--- src/rtl/if_fetch_seq.sv ---
// Instruction-fetch sequencer: owns the fetch address, issues one outstanding
// imem read at a time, buffers returned words for decode and drives the PC register.
module if_fetch_seq #(
  parameter logic [31:0] RESET_PC = 32'h0040_0000,
  parameter logic [31:0] PC_STEP  = 32'd4
) (
  input  logic        clk,
  input  logic        rst,
  input  logic        redirect,
  input  logic [31:0] redirect_target,
  output logic        imem_req,
  output logic [31:0] imem_addr,
  input  logic        imem_gnt,
  input  logic        imem_rvalid,
  input  logic [31:0] imem_rdata,
  output logic        id_valid,
  output logic [31:0] id_instr,
  output logic [31:0] id_pc,
  input  logic        id_ready,
  output logic        pc_wr,
  output logic [31:0] pc_next,
  output logic        fault,
  output logic [2:0]  dbg_state
);

  // Handshakes: a request is accepted on a cycle with imem_req & imem_gnt, and
  // exactly one imem_rvalid follows later; the decode slot transfers on a cycle
  // with id_valid & id_ready, and id_valid never drops without a transfer except
  // on redirect or reset.
  typedef enum logic [2:0] {
    S_REQ   = 3'd0,
    S_WAIT  = 3'd1,
    S_HOLD  = 3'd2,
    S_DRAIN = 3'd3,
    S_FAULT = 3'd4
  } state_t;

  state_t      state_q, state_d;
  logic [31:0] fetch_pc_q, fetch_pc_d;
  logic [31:0] pc_next_q, pc_next_d;
  logic        pc_wr_q, pc_wr_d;
  logic        id_valid_q, id_valid_d;
  logic [31:0] id_instr_q, id_instr_d;
  logic [31:0] id_pc_q, id_pc_d;
  logic [31:0] hold_instr_q, hold_instr_d;
  logic [31:0] hold_pc_q, hold_pc_d;
  logic        fault_q, fault_d;

  logic        aligned;
  logic [31:0] pc_inc;

  assign aligned = (fetch_pc_q[1:0] == 2'b00);
  assign pc_inc  = fetch_pc_q + PC_STEP;

  assign imem_req  = (state_q == S_REQ) && aligned && !redirect;
  assign imem_addr = fetch_pc_q;
  assign id_valid  = id_valid_q;
  assign id_instr  = id_instr_q;
  assign id_pc     = id_pc_q;
  assign pc_wr     = pc_wr_q;
  assign pc_next   = pc_next_q;
  assign fault     = fault_q;
  assign dbg_state = state_q;

  always_comb begin
    state_d      = state_q;
    fetch_pc_d   = fetch_pc_q;
    pc_next_d    = pc_next_q;
    pc_wr_d      = 1'b0;
    id_valid_d   = id_valid_q;
    id_instr_d   = id_instr_q;
    id_pc_d      = id_pc_q;
    hold_instr_d = hold_instr_q;
    hold_pc_d    = hold_pc_q;
    fault_d      = fault_q;

    if (id_valid_q && id_ready) begin
      id_valid_d = 1'b0;
    end

    if (redirect) begin
      fetch_pc_d = redirect_target;
      pc_next_d  = redirect_target;
      pc_wr_d    = 1'b1;
      id_valid_d = 1'b0;
      fault_d    = 1'b0;
      // A read still in flight must be swallowed before the next request.
      if ((state_q == S_WAIT || state_q == S_DRAIN) && !imem_rvalid) begin
        state_d = S_DRAIN;
      end else begin
        state_d = S_REQ;
      end
    end else begin
      case (state_q)
        S_REQ: begin
          if (!aligned) begin
            state_d = S_FAULT;
            fault_d = 1'b1;
          end else if (imem_gnt) begin
            state_d = S_WAIT;
          end
        end
        S_WAIT: begin
          if (imem_rvalid) begin
            fetch_pc_d = pc_inc;
            pc_next_d  = pc_inc;
            pc_wr_d    = 1'b1;
            if (!id_valid_q || id_ready) begin
              id_valid_d = 1'b1;
              id_instr_d = imem_rdata;
              id_pc_d    = fetch_pc_q;
              state_d    = S_REQ;
            end else begin
              hold_instr_d = imem_rdata;
              hold_pc_d    = fetch_pc_q;
              state_d      = S_HOLD;
            end
          end
        end
        S_HOLD: begin
          if (id_ready) begin
            id_valid_d = 1'b1;
            id_instr_d = hold_instr_q;
            id_pc_d    = hold_pc_q;
            state_d    = S_REQ;
          end
        end
        S_DRAIN: begin
          if (imem_rvalid) begin
            state_d = S_REQ;
          end
        end
        S_FAULT: begin
          state_d = S_FAULT;
        end
        default: begin
          state_d = S_REQ;
        end
      endcase
    end
  end

  always_ff @(posedge clk or posedge rst) begin
    if (rst) begin
      state_q      <= S_REQ;
      fetch_pc_q   <= RESET_PC;
      pc_next_q    <= RESET_PC;
      pc_wr_q      <= 1'b0;
      id_valid_q   <= 1'b0;
      id_instr_q   <= 32'd0;
      id_pc_q      <= 32'd0;
      hold_instr_q <= 32'd0;
      hold_pc_q    <= 32'd0;
      fault_q      <= 1'b0;
    end else begin
      state_q      <= state_d;
      fetch_pc_q   <= fetch_pc_d;
      pc_next_q    <= pc_next_d;
      pc_wr_q      <= pc_wr_d;
      id_valid_q   <= id_valid_d;
      id_instr_q   <= id_instr_d;
      id_pc_q      <= id_pc_d;
      hold_instr_q <= hold_instr_d;
      hold_pc_q    <= hold_pc_d;
      fault_q      <= fault_d;
    end
  end

endmodule

--- config.mk ---
export PLATFORM = sky130hd
export DESIGN_NAME = if_fetch_seq
export DESIGN_NICKNAME = d
export VERILOG_FILES = /design/src/rtl/if_fetch_seq.sv
export SDC_FILE = /design/constraint.sdc
export NUM_CORES = 1
export LEC_CHECK = 0
export ABC_AREA = 1
export CAP_MARGIN = 20
export CORE_MARGIN = 2
export CORE_UTILIZATION = 50
export DETAILED_ROUTE_END_ITERATION = 10
export DONT_BUFFER_PORTS = 1
export SYNTH_ARGS = -nofsm -noshare
export SYNTH_HDL_FRONTEND = slang
export SYNTH_SLANG_ARGS = --single-unit
--- constraint.sdc ---
create_clock -name clk -period 6.8 [get_ports clk]
set_input_delay 1.02 -clock clk [delete_from_list [all_inputs] [get_ports clk]]
set_output_delay 1.02 -clock clk [all_outputs]
set_load 0.01 [all_outputs]
== Yosys cells after proc, flatten, opt, wreduce, memory -nomap -nowiden ==
Cells that the tools add are included.

* Flip-flop bits (word level): 166
* Input bits: 70
* Output and inout port bits: 135
* Word-level logic and storage cells: 76

* Add/subtract/negate cells: 1
* Equality and inequality tests: 12
* Multiplexer cells: 32
* Bitwise logic cells: 2
* Reductions and logical operators: 20

{| class="wikitable"
|+ Operator list
! kind !! count
|-
| 32-bit two-way mux || 9
|-
| 32-bit one-hot mux with 2 select lines || 2
|-
| 32-bit by 3-bit adder with 32-bit output (second input constant) || 1
|-
| 3-bit two-way mux || 6
|-
| 3-bit one-hot mux with 5 select lines || 1
|-
| 1-bit two-way mux || 11
|-
| 3-bit != test (second input constant) || 3
|-
| 4-bit AND reduction || 2
|-
| 2-bit nonzero test || 4
|-
| 3-bit by 2-bit equality test with 1-bit output (second input constant) || 2
|-
| 2-bit != test (second input constant) || 3
|-
| 5-bit AND reduction || 1
|-
| 1-bit logical AND || 4
|-
| 2-bit two-way mux || 2
|-
| 4-bit != test (second input constant) || 1
|-
| 2-bit AND reduction || 2
|-
| 3-bit by 1-bit equality test with 1-bit output (second input constant) || 1
|-
| 3-bit equality test (second input constant) || 1
|-
| 1-bit logical NOT || 3
|-
| 3-bit logical NOT || 1
|-
| 2-bit logical NOT || 1
|-
| 1-bit logical OR || 2
|-
| 2-bit by 1-bit != test with 1-bit output (second input constant) || 1
|-
| 1-bit NOT || 2
|-
| 1-bit one-hot mux with 2 select lines || 1
|}

== Logic depth before layout (Yosys ltp) ==
Gate-level depths: netlist of run 1.

* Word-level depth: 6
* Mapped depth: 10
* Mapped depth without buffers: 10

== Worst setup path before layout of run 1 ==
OpenSTA, ideal clock, no wires.

* Kind: input-to-output
* Start point: in redirect
* End point: out imem_req
* Arrival time: 1.489 ns
* Data required time: 5.780 ns
* Slack: 4.291 ns
* Stages: 4
* Path buffers: 1
* Path through: buf_2 inv_2 nand3_1 inv_1

* Longest elaborated chain between the ends: 2

{| class="wikitable"
|+ RTL lines
! element !! RTL line !! text
|-
| start, declared || 9 || <nowiki>input logic redirect,</nowiki>
|-
| 1-bit logical NOT || 55 || <nowiki>assign imem_req = (state_q == S_REQ) && aligned && !redirect;</nowiki>
|-
| 1-bit logical AND || 55 ||
|-
| end, declared || 11 || <nowiki>output logic imem_req,</nowiki>
|}

No other way between the ends.

== Worst setup path in the final report of run 1 ==
* Start point: in redirect
* End point: reg id_instr_q[16] (netlist: id_instr[16])

* Longest elaborated chain between the ends: 2

{| class="wikitable"
|+ RTL lines
! element !! RTL line !! text
|-
| 1-bit NOT (no line) || - ||
|-
| 5-bit AND reduction (no line) || - ||
|-
| end signal, assigned || 161 || <nowiki>id_instr_q <= id_instr_d;</nowiki>
|-
| end, declared || 43 || <nowiki>logic [31:0] id_instr_q, id_instr_d;</nowiki>
|}

No other way between the ends.
A chain may end at the register's enable or synchronous reset.

==> impl_metrics.tcl, run 1 <==
set metrics [dict create \
    status "finished, final reports clean" \
    vias_per_cell 5.14 \
    initial_core_util_pct 50.7 \
    cts.clk_slew.worst_paths_ns 0.06 \
    post_drt_wl_per_cell_um 15.5 \
    fillers 1675 \
    nets 1080 \
    relSlewSlack_pct 34.6 \
    synthCells 1070 \
    fmax_ghz 0.332 \
    grt_start_max_net_pins 131 \
    worst_slew_pin_slew_ns 0.979 \
    rows 48 \
    grt_pass1_wl_um 31000 \
    pin_count 205 \
    grt_use_total_pct 21.5 \
    wirelength_um 19400 \
    clockBufferDepth 2 \
    worst_setup_path_start_kind "input pin" \
    hp-start "hold_instr_q[31]" \
    p_total_mw 3.14 \
    syn_nets 1141 \
    gp_congestion 0.860 \
    cp.required_ns 7.10 \
    grt_pass1_vias 5936 \
    cts_setup_buffers 0 \
    hp-class "register to register" \
    hold_buffers 0 \
    irDropWorstVdd_mv 0.191 \
    drt-initial-drc-count 301 \
    critical_path_class "input pin to register" \
    antenna_found_initial 0 \
    leakage_nw 4.45 \
    r2r_start "dbg_state[0]" \
    synth_flop_cell "dfrtp_1" \
    vias 6415 \
    drv_slew 0 \
    critPathCaptureType "register" \
    path_max_fanout 61 \
    first_pass_iters 5 \
    power.density_mw_per_mm2 344 \
    period_share_pct 44.3 \
    async_flop_share_pct 100 \
    chipWidth_um 136 \
    synth-edff-count 0 \
    synth_cell_types 32 \
    drc 0 \
    synth_seq_cells 166 \
    numPortBuffers 0 \
    overflow 0 \
    cts_buffers 17 \
    post-route-util_pct 53.2 \
    setup_ws_ns 3.79 \
    core_mm2 0.0172 \
    ant_nets 0 \
    clock_latency_ns 0.43 \
    dpl_worst_slack_ns 3.29 \
    die_y_um 136 \
    cts_num_sinks 166 \
    drive_gt1_share_pct 16.5 \
    synthToLayoutAreaGrowth_pct 4.98 \
    startpoint "redirect" \
    root_buffer "clkbuf_16" \
    syn_avg_cell_area_um2 8.13 \
    dpl.hpwl_um 13200 \
    die-area_mm2 0.0185 \
    num_antenna_cells 0 \
    drv_cap 0 \
    clock_skew_ns 0.0105 \
    hold_viol 0 \
    crit_arrival_ns 3.31 \
    setup_viol 0 \
    fin_crit_ns 3.01 \
    htree_levels 4 \
    cts_resized 0 \
    rsz0062_at_grt "no" \
    cts_tree "built" \
    fin_setup_tns_ns 0 \
    synth_area_mm2 0.00870 \
    seq_area_frac_synth_pct 47.8 \
    ys_warn_count 0 \
]
## Yosys cell counts (all sizes together) (2+ instances only)
master  count  area [µm²]
buf        78         591
inv        91         342
o22ai       5        31.3
clkbuf     10        37.5
o21ai     213        1310
nand2     345        1410
nor3        4        20.0
nor2       80         333
o211ai      4        30.0
a21oi      23         115
and2        2        12.5
nand4       3        48.8
dfrtp     165        4130
xor2        2        17.5
nand3      37         203
a31oi       4        25.0
## critical path: stages
cell,delay (ns)
inv_2,0.02
buf_4,0.51
nand4_4,0.90
buf_4,0.64
nand2_1,0.15
o21ai_2,0.06
## cells in the final DEF (no fill, tap or decap)
cell type	n
bufinv_16	5
a21oi_1	23
nand3_1	34
clkbuf_8	1
buf_16	2
o21ai_2	64
inv_1	83
nand2_1	301
nand2_2	44
clkinv_2	1
nor2_2	4
nand4_1	1
dfrtp_1	165
nor2_4	3
a31oi_1	4
a2111oi_0	1
clkbuf_16	17
nand3_2	1
nand4_4	2
o22ai_1	5
buf_4	6
nor3_1	4
o21ai_1	64
o21ai_0	85
and2_1	2
ha_1	1
clkinv_4	4
clkinvlp_4	2
xor2_1	2
nand3b_1	1
dfstp_2	1
nand3_4	2
inv_2	7
inv_6	3
o211ai_1	4
nor2_1	73
## per-stage QoR
stage	hold slack [ns]	cell area (µm²)	instances
floorplan	0.454	8700	1070
global placement	0.466	8420	1213
detailed placement	0.473	8420	1213
global route	0.506	9130	1247
finish	0.482	9130	1247
CTS	0.489	9080	1245
## power breakdown
| group | switching [mW] | internal [mW] | leakage [nW] |
|---|---|---|---|
| Combinational | 0.301 | 0.218 | 1.99 |
| Clock | 0.404 | 0.666 | 0.317 |
| Sequential | 0.349 | 1.21 | 2.15 |
| Total | 1.05 | 2.09 | 4.45 |
## cell families after synthesis
| logic type | count (synthesis) | share of synthesized area, % |
|---|---|---|
| flops | 166 | 47.8 |
| simple gates | 472 | 23.3 |
| fa+ha+maj | 1 | 0.144 |
| xor+xnor | 2 | 0.201 |
| compound gates | 250 | 17.4 |
| buf+inv | 179 | 11.1 |
## cell type report
class	instances	area, µm²	share of cell area, %
Sequential cell	166	4160	45.5
Multi-Input combinational cell	725	3590	39.3
Clock buffer	18	439	4.81
Inverter	91	347	3.79
Tap cell	225	282	3.08
Clock inverter	14	223	2.44
Timing Repair Buffer	8	100	1.10
## final timing paths
kind / endpoint / slack (ns) / cells after the start
worst max-delay path: id_instr[16] / 3.79 / 6
worst max register to register: id_instr[16] / 4.01 / 6
max in group asynchronous: dbg_state[2] / 5.14 / 2
worst min-delay path: hold_instr_q[31] / 0.48 / 2
worst min register to register: hold_instr_q[31] / 0.48 / 2
min in group asynchronous: id_instr[28] / 0.50 / 1
## sequential cells by signal, summed over array words and instances (netlist names)
signal        cells
id_pc            32
id_valid          1
id_instr         32
dbg_state         3
pc_wr             1
pc_next          32
fault             1
hold_instr_q     32
hold_pc_q        32
## per-layer routing
layer | GRT usage [%] | wire, µm | part of all wire (%) | vias to the layer above
met5 | 0 | 0 | 0 | -
met4 | 7.35 | 364 | 1.9 | 0
met3 | 5.63 | 1310 | 6.8 | 20
met2 | 33.1 | 8760 | 45 | 197
met1 | 29.7 | 8940 | 46 | 2929
li1 | - | - | - | 3269
(Power assumes the default switching activity.)
==> run 2, diff against run 1 <==
==> constraint.sdc (replaced) <==
create_clock -name clk -period 2.9 [get_ports clk]
set_input_delay 0.435 -clock clk [delete_from_list [all_inputs] [get_ports clk]]
set_output_delay 0.435 -clock clk [all_outputs]
set_load 0.01 [all_outputs]
==> impl_metrics.tcl, run 2 (same netlist as run 1, synthesis figures left out) <==
set metrics [dict create \
    status "finished, final reports clean" \
    hold_buffers 0 \
    drv_slew 0 \
    grt_pass1_vias 5910 \
    cts_resized 0 \
    switching_power_mw 2.41 \
    clock_skew_ns 0.00750 \
    path_cells "nand4_4 -> nand2_2 -> nand4_4 -> buf_4 -> nand2_1 -> o21ai_2" \
    cts_buffers 17 \
    post_drt_wl_per_cell_um 15.5 \
    critical_path_class "register to register" \
    hold_viol 0 \
    final_common_cell "nand2_1" \
    cts_num_sinks 166 \
    worst_slew_pin_slew_ns 0.762 \
    irDropWorstVdd_mv 0.439 \
    first_pass_iters 4 \
    hp-class "input pin to async pin" \
    die-area_mm2 0.0185 \
    cts.clk_slew.worst_paths_ns 0.06 \
    nets 1081 \
    max_stage_delay_ns 0.60 \
    pwr-share-clk_pct 31.9 \
    grt_pass1_wl_um 31000 \
    rows 48 \
    initial_core_util_pct 50.7 \
    period_share_pct 74.8 \
    cts_setup_buffers 0 \
    leakage_nw 4.43 \
    rsz0062_at_grt "no" \
    post-route-util_pct 52.9 \
    drive_gt1_share_pct 16.3 \
    cts_tree "built" \
    die_y_um 136 \
    ant_nets 0 \
    fmax_ghz 0.461 \
    synthToLayoutAreaGrowth_pct 4.43 \
    power_frac_seq_pct 51.1 \
    p_comb_share_pct 17.0 \
    drv_cap 0 \
    sw_frac_of_total_pct 33.8 \
    worst_setup_path_start_kind "register" \
    htree_levels 4 \
    core_mm2 0.0172 \
    root_buffer "clkbuf_16" \
    drc 0 \
    setup_viol 0 \
    crit_arrival_ns 2.47 \
    clockBufferDepth 2 \
    relSlewSlack_pct 49.2 \
    chipWidth_um 136 \
    antenna_found_initial 0 \
    p_total_mw 7.14 \
    pin_count 205 \
    num_antenna_cells 0 \
    drt-initial-drc-count 342 \
    critPathCaptureType "register" \
    fillers 1689 \
    overflow 0 \
    p_int_mw 4.73 \
    setup_ws_ns 0.732 \
    cp.required_ns 3.20 \
    grt_use_total_pct 21.5 \
    power.density_mw_per_mm2 786 \
    grt_start_max_net_pins 134 \
    vias_per_cell 5.14 \
    numPortBuffers 0 \
    fin_setup_tns_ns 0 \
    vias 6394 \
    layout_common_cells "nand2_1 (301), dfrtp_1 (165), o21ai_0 (85)" \
    dpl_worst_slack_ns 0.713 \
    cp_slowest_cell "dfrtp_1" \
    wirelength_um 19300 \
    dpl.hpwl_um 13100 \
    fin_crit_ns 2.17 \
    clock_latency_ns 0.42 \
    gp_congestion 0.857 \
    cpMostUsedCell "nand4_4" \
    path_max_fanout 25 \
]
run 2: layout make-up:
type                    count  area [µm²]  area share (%)
multi-input cells         725        3590            39.5
clock inverters             9         129            1.42
inverters                  91         345            3.80
well taps                 225         282            3.10
repair buffers              9         130            1.43
flip-flops and latches    166        4160            45.7
clock buffers              20         457            5.03
run 2: final timing paths:
check                                 start               end  slack [ns]  cells past startpoint
max in group asynchronous               rst  hold_instr_q[12]        2.22                      2
min in group clk                   redirect             fault        0.08                      1
setup reg to reg               dbg_state[0]      id_instr[27]        0.73                      6
hold reg to reg            hold_instr_q[14]  hold_instr_q[14]        0.48                      2
setup / recovery               dbg_state[0]      id_instr[27]        0.73                      6
hold / removal                          rst      id_instr[25]        0.03                      2
run 2: metrics by stage:
stage,area [µm²],instances,hold WS [ns]
finish,9090,1245,0.0308
CTS,9090,1245,0.0359
detailed placement,8500,1216,0.473
floorplan,8700,1070,0.454
global route,9090,1245,0.0580
global placement,8500,1216,0.466
run 2: layer usage:
layer | up-vias | GRT usage, % | routed length (µm)
met5 | - | 0 | 0
met4 | 0 | 7.41 | 475
met3 | 29 | 6.71 | 1240
met2 | 164 | 32.7 | 8590
met1 | 2920 | 29.2 | 9000
li1 | 3281 | - | -
run 2: worst max-delay path: cells and delay by family, from the launching register on:
kind,cells,cell delay (ns)
flops,1,0.60
compound gates,1,0.05
buf+inv,1,0.43
simple gates,4,0.96
run 2: power groups by stage:
stage / Combinational [mW] / Clock (mW) / Sequential [mW]
6_report: 1.21 / 2.27 / 3.65
5_1_grt: 1.41 / 2.43 / 3.73
4_1_cts: 1.23 / 2.33 / 3.68
3_5_place_dp: 1.23 / 0 / 3.71
3_3_place_gp: 1.20 / 0 / 3.70
2_1_floorplan: 1.20 / 0 / 3.46
==> run 3, diff against run 2 <==
==> constraint.sdc (replaced) <==
create_clock -name clk -period 2.2 [get_ports clk]
set_input_delay 0.33 -clock clk [delete_from_list [all_inputs] [get_ports clk]]
set_output_delay 0.33 -clock clk [all_outputs]
set_load 0.01 [all_outputs]
==> impl_metrics.tcl, run 3 (same netlist as run 1, synthesis figures left out) <==
set metrics [dict create \
    status "finished, final reports clean" \
    p_int_mw 6.02 \
    power.density_mw_per_mm2 1020 \
    rows 48 \
    cts_resized 0 \
    pwr-share-clk_pct 31.1 \
    dpl.hpwl_um 13400 \
    synthToLayoutAreaGrowth_pct 4.99 \
    clockBufferDepth 2 \
    wirelength_um 19700 \
    die-area_mm2 0.0185 \
    dpl_worst_slack_ns 0.333 \
    setup_viol 0 \
    period_share_pct 89.4 \
    vias 6455 \
    post_drt_wl_per_cell_um 15.7 \
    die_y_um 136 \
    cts.clk_slew.worst_paths_ns 0.06 \
    grt_pass1_vias 5833 \
    pin_count 205 \
    core_mm2 0.0172 \
    ant_nets 0 \
    path_max_fanout 6 \
    hp-class "input pin to register" \
    rsz0062_at_grt "no" \
    num_antenna_cells 0 \
    root_buffer "clkbuf_16" \
    htree_levels 4 \
    vias_per_cell 5.13 \
    nets 1092 \
    fin_setup_tns_ns 0 \
    hold_buffers 2 \
    drc 0 \
    drt-initial-drc-count 408 \
    initial_core_util_pct 50.7 \
    cp.required_ns 1.87 \
    regArea_mm2 0.00416 \
    fillers 1664 \
    p_comb_share_pct 18.0 \
    finalInstanceArea_mm2 0.00914 \
    irDropWorstVdd_mv 0.580 \
    overflow 0 \
    crit_arrival_ns 1.64 \
    critPathCaptureType "output port" \
    sw_frac_of_total_pct 35.7 \
    place_area_mm2 0.00854 \
    worst_slew_pin_slew_ns 0.681 \
    cts_buffers 17 \
    gp_congestion 0.859 \
    cts_num_sinks 166 \
    switching_power_mw 3.34 \
    numPlacedInstances 1225 \
    cts_tree "built" \
    multiInputGateArea_mm2 0.00359 \
    grt_pass1_wl_um 31200 \
    grt_use_total_pct 21.7 \
    numPortBuffers 0 \
    layout_common_cells "nand2_1 (301), dfrtp_1 (165), o21ai_0 (85)" \
    fin_crit_ns 1.97 \
    setup_ws_ns 0.233 \
    first_pass_iters 5 \
    drv_cap 0 \
    drive_gt1_share_pct 17.3 \
    chipWidth_um 136 \
    clock_latency_ns 0.43 \
    cts_setup_buffers 0 \
    final_common_cell "nand2_1" \
    leakage_nw 4.45 \
    grt_start_max_net_pins 131 \
    power_frac_seq_pct 50.9 \
    fmax_ghz 0.508 \
    relSlewSlack_pct 54.6 \
    layout.cells.non_filler 1259 \
    worst_setup_path_start_kind "register" \
    drv_slew 0 \
    antenna_found_initial 0 \
    hold_viol 0 \
    critical_path_class "register to output port" \
    clock_skew_ns 0.0125 \
]
run 3: area by class of cell:
type | instances | area share, %
Sequential cell | 166 | 45.5
Multi-Input combinational cell | 725 | 39.3
Clock buffer | 17 | 4.66
Inverter | 91 | 3.78
Tap cell | 225 | 3.08
Timing Repair Buffer | 20 | 2.11
Clock inverter | 15 | 1.60
run 3: path summary, 6_finish.rpt:
kind	start	endpoint	slack [ns]	cells past startpoint
hold reg to reg	hold_instr_q[24]	hold_instr_q[24]	0.48	2
max in group asynchronous	rst	hold_pc_q[25]	1.08	3
hold / removal	redirect	pc_next[1]	0.04	2
setup reg to reg	dbg_state[2]	id_instr[10]	0.33	8
setup / recovery	dbg_state[0]	imem_req	0.23	4
min in group asynchronous	rst	hold_instr_q[23]	0.32	2
run 3: power groups by stage:
stage	clock network (mW)	logic (mW)	registers (mW)
floorplan	0	1.59	4.56
global placement	0	1.65	4.84
detailed placement	0	1.70	4.85
CTS	2.97	1.71	4.79
global route	3.10	1.93	4.87
finish	2.91	1.68	4.77
run 3: layer usage:
| metal | vias up | wire (µm) | global-route usage [%] |
|---|---|---|---|
| met5 | - | 0 | 0 |
| met4 | 0 | 390 | 8.10 |
| met3 | 18 | 1300 | 6.34 |
| met2 | 181 | 8590 | 32.5 |
| met1 | 2951 | 9430 | 29.9 |
| li1 | 3305 | - | - |
run 3: critical path: stages (launching register included):
cell and delay, ns:
dfrtp_1 0.45, buf_4 0.20, nor3_1 0.27, nand3_1 0.13, inv_1 0.17
run 3: stage by stage:
stage,power (mW),hold WS [ns],utilization [%]
finish,9.36,0.0434,53.2
CTS,9.48,0.0242,53.2
global route,9.91,0.0330,53.2
detailed placement,6.55,0.146,49.7
global placement,6.48,0.141,49.7
floorplan,6.14,0.451,-
